--- src/rtl/pipe_pkg.sv ---
//----------------------------------------------------------------------
// Module   : pipe_pkg
// Brief    : Shared pipeline constants: control bundle layout and bubble.
// Revision : 1.0 - initial release
//----------------------------------------------------------------------
`default_nettype none

package pipe_pkg;

    localparam int CTRL_W        = 10;

    // ALUOp occupies CTRL_ALUOP +: CTRL_ALUOP_W; single-bit flags follow.
    localparam int CTRL_ALUOP    = 0;
    localparam int CTRL_ALUOP_W  = 4;
    localparam int CTRL_ALUSRC   = 4;
    localparam int CTRL_MEMREAD  = 5;
    localparam int CTRL_MEMWRITE = 6;
    localparam int CTRL_REGWRITE = 7;
    localparam int CTRL_MEMTOREG = 8;
    localparam int CTRL_BRANCH   = 9;

    localparam logic [CTRL_W-1:0] CTRL_BUBBLE = '0;

endpackage

`default_nettype wire

--- src/rtl/hazard_unit.sv ---
//----------------------------------------------------------------------
// Module   : hazard_unit
// Brief    : Combinational load-use / WB-read stall detection.
//            Macro WB_BYPASS_EN: when undefined, WB writes also stall.
// Revision : 1.0 - initial release
//----------------------------------------------------------------------
`default_nettype none

module hazard_unit (
    input  logic       rst_n,
    input  logic       id_valid,
    input  logic [4:0] id_rs1,
    input  logic [4:0] id_rs2,
    input  logic       id_alusrc,
    input  logic       id_memwrite,
    input  logic       id_branch,
    input  logic       ex_valid,
    input  logic       ex_memread,
    input  logic [4:0] ex_rd,
    input  logic       ex_flush,
    input  logic       wb_regwrite,
    input  logic [4:0] wb_rd,
    output logic       stall
);

`ifdef WB_BYPASS_EN
    localparam bit c_WB_STALL = 1'b0;
`else
    localparam bit c_WB_STALL = 1'b1;
`endif

    logic w_uses_rs2;
    logic w_load_use;
    logic w_wb_hit;

    assign w_uses_rs2 = !id_alusrc || id_memwrite || id_branch;

    assign w_load_use = ex_valid && ex_memread && (ex_rd != 5'd0) &&
                        ((ex_rd == id_rs1) || (w_uses_rs2 && (ex_rd == id_rs2)));

    // Without bypass muxes, a same-cycle WB write must land before ID reads.
    assign w_wb_hit   = wb_regwrite && (wb_rd != 5'd0) &&
                        ((wb_rd == id_rs1) || (w_uses_rs2 && (wb_rd == id_rs2)));

    assign stall = rst_n && id_valid && !ex_flush &&
                   (w_load_use || (c_WB_STALL && w_wb_hit));

endmodule

`default_nettype wire

--- src/rtl/id_ex_stage.sv ---
//----------------------------------------------------------------------
// Module   : id_ex_stage
// Brief    : ID/EX pipeline register with WB bypass, stall and flush.
//            Macro WB_BYPASS_EN enables the write-back bypass muxes.
// Revision : 1.0 - initial release
//----------------------------------------------------------------------
`default_nettype none

module id_ex_stage
    import pipe_pkg::*;
#(
    parameter int XLEN   = 32,
    parameter int CTRL_W = pipe_pkg::CTRL_W,
    parameter int CNT_W  = 16
) (
    input  logic              clk,
    input  logic              rst_n,
    input  logic              id_valid,
    input  logic [XLEN-1:0]   id_pc,
    input  logic [4:0]        id_rs1,
    input  logic [4:0]        id_rs2,
    input  logic [4:0]        id_rd,
    input  logic [XLEN-1:0]   id_imm,
    input  logic [CTRL_W-1:0] id_ctrl,
    input  logic [XLEN-1:0]   rf_data1,
    input  logic [XLEN-1:0]   rf_data2,
    input  logic              wb_regwrite,
    input  logic [4:0]        wb_rd,
    input  logic [XLEN-1:0]   wb_data,
    input  logic              ex_flush,
    output logic              stall,
    output logic              ex_valid,
    output logic [XLEN-1:0]   ex_pc,
    output logic [XLEN-1:0]   ex_imm,
    output logic [4:0]        ex_rs1,
    output logic [4:0]        ex_rs2,
    output logic [4:0]        ex_rd,
    output logic [XLEN-1:0]   ex_op1,
    output logic [XLEN-1:0]   ex_op2,
    output logic [CTRL_W-1:0] ex_ctrl,
    output logic [CNT_W-1:0]  bubble_cnt
);

`ifdef WB_BYPASS_EN
    localparam bit c_BYPASS = 1'b1;
`else
    localparam bit c_BYPASS = 1'b0;
`endif
    localparam logic [CNT_W-1:0] c_CNT_MAX = '1;

    logic              r_valid;
    logic [XLEN-1:0]   r_pc;
    logic [XLEN-1:0]   r_imm;
    logic [4:0]        r_rs1;
    logic [4:0]        r_rs2;
    logic [4:0]        r_rd;
    logic [XLEN-1:0]   r_op1;
    logic [XLEN-1:0]   r_op2;
    logic [CTRL_W-1:0] r_ctrl;
    logic [CNT_W-1:0]  r_cnt;

    logic              w_stall;
    logic              w_wb_live;
    logic [XLEN-1:0]   w_op1;
    logic [XLEN-1:0]   w_op2;
    logic              w_bubble;
    logic              w_count;

    hazard_unit u_hazard (
        .rst_n       (rst_n),
        .id_valid    (id_valid),
        .id_rs1      (id_rs1),
        .id_rs2      (id_rs2),
        .id_alusrc   (id_ctrl[CTRL_ALUSRC]),
        .id_memwrite (id_ctrl[CTRL_MEMWRITE]),
        .id_branch   (id_ctrl[CTRL_BRANCH]),
        .ex_valid    (r_valid),
        .ex_memread  (r_ctrl[CTRL_MEMREAD]),
        .ex_rd       (r_rd),
        .ex_flush    (ex_flush),
        .wb_regwrite (wb_regwrite),
        .wb_rd       (wb_rd),
        .stall       (w_stall)
    );

    // x0 never matches a live WB write, so it always reads the RF value.
    assign w_wb_live = wb_regwrite && (wb_rd != 5'd0);
    assign w_op1     = (c_BYPASS && w_wb_live && (wb_rd == id_rs1)) ? wb_data : rf_data1;
    assign w_op2     = (c_BYPASS && w_wb_live && (wb_rd == id_rs2)) ? wb_data : rf_data2;

    assign w_count   = ex_flush || w_stall;
    assign w_bubble  = w_count || !id_valid;

    always_ff @(posedge clk or negedge rst_n) begin
        if (!rst_n) begin
            r_valid <= 1'b0;
            r_pc    <= '0;
            r_imm   <= '0;
            r_rs1   <= '0;
            r_rs2   <= '0;
            r_rd    <= '0;
            r_op1   <= '0;
            r_op2   <= '0;
            r_ctrl  <= CTRL_BUBBLE;
        end else if (w_bubble) begin
            r_valid <= 1'b0;
            r_pc    <= '0;
            r_imm   <= '0;
            r_rs1   <= '0;
            r_rs2   <= '0;
            r_rd    <= '0;
            r_op1   <= '0;
            r_op2   <= '0;
            r_ctrl  <= CTRL_BUBBLE;
        end else begin
            r_valid <= 1'b1;
            r_pc    <= id_pc;
            r_imm   <= id_imm;
            r_rs1   <= id_rs1;
            r_rs2   <= id_rs2;
            r_rd    <= id_rd;
            r_op1   <= w_op1;
            r_op2   <= w_op2;
            r_ctrl  <= id_ctrl;
        end
    end

    always_ff @(posedge clk or negedge rst_n) begin
        if (!rst_n) begin
            r_cnt <= '0;
        end else if (w_count && (r_cnt != c_CNT_MAX)) begin
            r_cnt <= r_cnt + 1'b1;
        end
    end

    assign stall      = w_stall;
    assign ex_valid   = r_valid;
    assign ex_pc      = r_pc;
    assign ex_imm     = r_imm;
    assign ex_rs1     = r_rs1;
    assign ex_rs2     = r_rs2;
    assign ex_rd      = r_rd;
    assign ex_op1     = r_op1;
    assign ex_op2     = r_op2;
    assign ex_ctrl    = r_ctrl;
    assign bubble_cnt = r_cnt;

endmodule

`default_nettype wire
--- config.mk ---
export PLATFORM = sky130hd
export DESIGN_NAME = id_ex_stage
export DESIGN_NICKNAME = d
export VERILOG_FILES = /design/src/rtl/pipe_pkg.sv /design/src/rtl/hazard_unit.sv /design/src/rtl/id_ex_stage.sv
export SDC_FILE = /design/constraint.sdc
export NUM_CORES = 1
export LEC_CHECK = 0
export BUFFER_PORTS_ARGS = -buffer_cell sky130_fd_sc_hd__buf_4
export CORE_AREA = 4 4 141 143
export DETAILED_ROUTE_END_ITERATION = 6
export DIE_AREA = 0 0 145 147
export PLACE_DENSITY_LB_ADDON = 0.1
export SLEW_MARGIN = 20
export SYNTH_ARGS = -nofsm -noshare
export SYNTH_HDL_FRONTEND = slang
export SYNTH_SLANG_ARGS = --single-unit
--- constraint.sdc ---
create_clock -name clk -period 1.9 [get_ports clk]
set_input_delay 0.285 -clock clk [delete_from_list [all_inputs] [get_ports clk]]
set_output_delay 0.285 -clock clk [all_outputs]
set_load 0.05 [all_outputs]
==> results.cfg <==
[logic_synthesis]
yosysMostFrequentCell = dfrtp_1
ys_types = 32
ys_ff_latch = 170
yosysTopAreaCell = dfrtp_1
ys.flop_type = dfrtp_1
async_flop_share_pct = 100
synth_edf_count = 0
synthXorXnorAreaFrac_pct = 4.79
syn_inst = 442
synth_compound_area_share_pct = 1.39
synth_top_family_by_area = simple AND/OR/NAND/NOR gates
synth.area.mux_share_pct = 0.373
yosysSeqAreaShare_pct = 70.5
yosys-top-cells-area = dfrtp_1, and2_1, xor2_1
synth_fa_ha_area_share_pct = 0.207
avgSynthCellArea_sq_um = 13.7
synth_common_cells = dfrtp_1, and2_1, xor2_1
synth_top_area_share_pct = 70.5
ys_warn_count = 0
synthesis.nets = 638
yosys.area_share.simple_pct = 20.5
synth_area_sq_um = 6040

[sta]
setup_ws_ns = -0.369
max_freq_mhz = 441
finClkSkew_ns = 0.00902
slew_headroom_pct = 39.6
worst_slew_pin_slew_ns = 0.903
rsz0062_at_grt = yes
period_share_pct = 119
report.final.slew_viol_count = 0
finalHoldViolCount = 0
finalSetupViolations = 171
period_needed_ns = 2.27
timing.hold.ws_ns = 0.0722

[drt]
route.detailed.drc = 0
drt_iter0_drc = 145
wl_per_cell_um = 19.1
detail-route-antenna-nets = 0
vias = 4740
wl_um = 20700
viasPerCell = 4.38
first_pass_iters = 4

[finish]
fin_cells = 1082
diodes = 0
syn_to_final_growth_pct = 74.9
layout-drive-gt1-share_pct = 63.7
multi_input_area_sq_um = 1910
fin_nets = 1032
regArea_sq_um = 4270
n_fill_cell = 1546

[critical_path]
crit_type = flop to flop
crit_required_ns = 2.25
crit_chain = or4_4 > o211ai_4 > o22ai_2 > buf_4 > a21oi_4 > buf_12 > buf_16 > clkbuf_16 > and2_4
cp-start-kind = flop
cpPeakStageDelay_ns = 0.53
endpoint_kind = flop
regToRegSetupSlack_ns = -0.37
critPathMaxFanout = 6
worstPathArrival_ns = 2.62
slowest_stage = or4_4

[global_route]
grt_max_degree = 152
grt_first_pass_wirelength_um = 29900
grt-ovfl-total = 0
grt_pass1_vias = 5085
antenna_found_initial = 0
globalRouteTotalUtil_pct = 18.4

[placement]
place_congestion = 0.756
pre_cts_ws_ns = -0.301
dp_hpwl_um = 13500
dp.cells = 1009
io_buffer_count = 333

[clocking]
clock_path_buffers = 2
cts_num_sinks = 170
path_clk_slew_ns = 0.07
cts_tree = yes
numCtsBuffers = 17
htree_levels = 4
worstSkewPairLatency_ns = 0.42
cts-root-buf = clkbuf_16

[floorplan]
die_w_um = 145
dieHeight_um = 147
dieArea_sq_um = 21300
core_area_sq_um = 18600
start_util_pct = 32.5
rows = 50
num_io_pins = 366

[power]
powerDensity_nw_per_um2 = 904
p_leak_nw = 5.56
finalPower_w = 0.00955
ir_drop_v = 0.000589

[job]
cap_violations = 0

[outcome]
violations = setup timing
status = finished with violations

[min_path]
hold_class = primary input to flop
## sequential cells by signal (all words and copies together) (netlist names)
register    flops
ex_imm         32
ex_op1         32
ex_op2         32
ex_pc          32
bubble_cnt     16
ex_ctrl        10
ex_rd           5
ex_rs1          5
ex_rs2          5
ex_valid        1
## logic make-up (layout without fill, tap and decap cells)
logic type	Yosys count	count (layout)
multiplexers	2	2
buffers and inverters	22	428
AND/OR/NAND/NOR	205	205
AO/OA/AOI/OAI	9	9
XOR/XNOR	33	33
adder cells (fa/ha/maj)	1	1
flip-flops	170	170
## critical path: cells and delay by family (launching register included)
| family | cells | cell delay (ns) |
|---|---|---|
| compound gates | 3 | 0.49 |
| buf+inv | 4 | 0.62 |
| flops | 1 | 0.43 |
| simple gates | 2 | 0.65 |
## worst paths after layout
check,from,end,depth (start not counted)
worst max-delay path,ex_rd[0]$_DFF_PN0_,ex_imm[30]$_DFF_PN0_,9
worst min-delay path,id_pc[8],ex_pc[8]$_DFF_PN0_,2
worst min register to register,bubble_cnt[5]$_DFFE_PN0P_,bubble_cnt[5]$_DFFE_PN0P_,1
max in group asynchronous,rst_n,ex_imm[30]$_DFF_PN0_,3
min in group asynchronous,rst_n,ex_op2[25]$_DFF_PN0_,3
worst max register to register,ex_rd[0]$_DFF_PN0_,ex_imm[30]$_DFF_PN0_,9
## layout by cell type, fill, tap and decap left out, types with 2 or more instances in the layout
cell type / count
buf_4: 352
dfrtp_1: 156
and2_4: 88
and2_1: 65
clkbuf_16: 25
xor2_1: 20
dfrtp_2: 14
xnor2_1: 13
nand3_1: 12
buf_16: 12
buf_6: 8
and3_1: 7
buf_8: 7
nor2_1: 6
nand2_1: 6
buf_12: 6
nand4_1: 5
clkinv_2: 4
inv_6: 4
nor3_1: 3
inv_1: 3
or2_2: 2
mux2_2: 2
bufinv_16: 2
## metal layers
| metal | GRT usage, % | vias to the layer above | routed length, um |
|---|---|---|---|
| li1 | - | 2201 | - |
| met1 | 20.5 | 2317 | 7840 |
| met2 | 32.2 | 205 | 10700 |
| met3 | 8.08 | 17 | 1870 |
| met4 | 5.37 | 0 | 248 |
| met5 | 0 | - | 0 |
## power breakdown
part | internal [W] | total [W] | switching, W | leakage, nW
registers | 0.00383 | 0.00398 | 0.000143 | 2.26
clock network | 0.00198 | 0.00346 | 0.00147 | 0.289
logic | 0.000899 | 0.00212 | 0.00122 | 3.00
## cell type report
type / instances / share of cell area, %
clock buffers: 18 / 4.16
clock inverters: 13 / 1.35
inverters: 3 / 0.107
multi-input cells: 250 / 18.1
flip-flops and latches: 170 / 40.4
well taps: 234 / 2.77
repair buffers: 394 / 33.1
## through the flow
| stage | cell area [sq um] | setup TNS [ns] | utilization [%] |
|---|---|---|---|
| final | 10600 | -51.63 | 56.9 |
| after global routing | 10600 | -61.87 | 56.9 |
| after CTS | 10100 | -57.01 | 54.3 |
| after detailed placement | 8910 | -39.17 | 48.0 |
| after global placement | 8910 | -34.22 | 48.0 |
| after floorplan | 6070 | -16.18 | - |
## repair_timing
item,CTS,global route
buffers inserted,12,8
pin swaps,18,79
hold endpoints to repair,19,0
gates resized for setup,47,89
hold buffers,1,0
gates cloned,13,12
setup endpoints to repair,171,171
No activity file was read; power rests on OpenSTA's default activity.
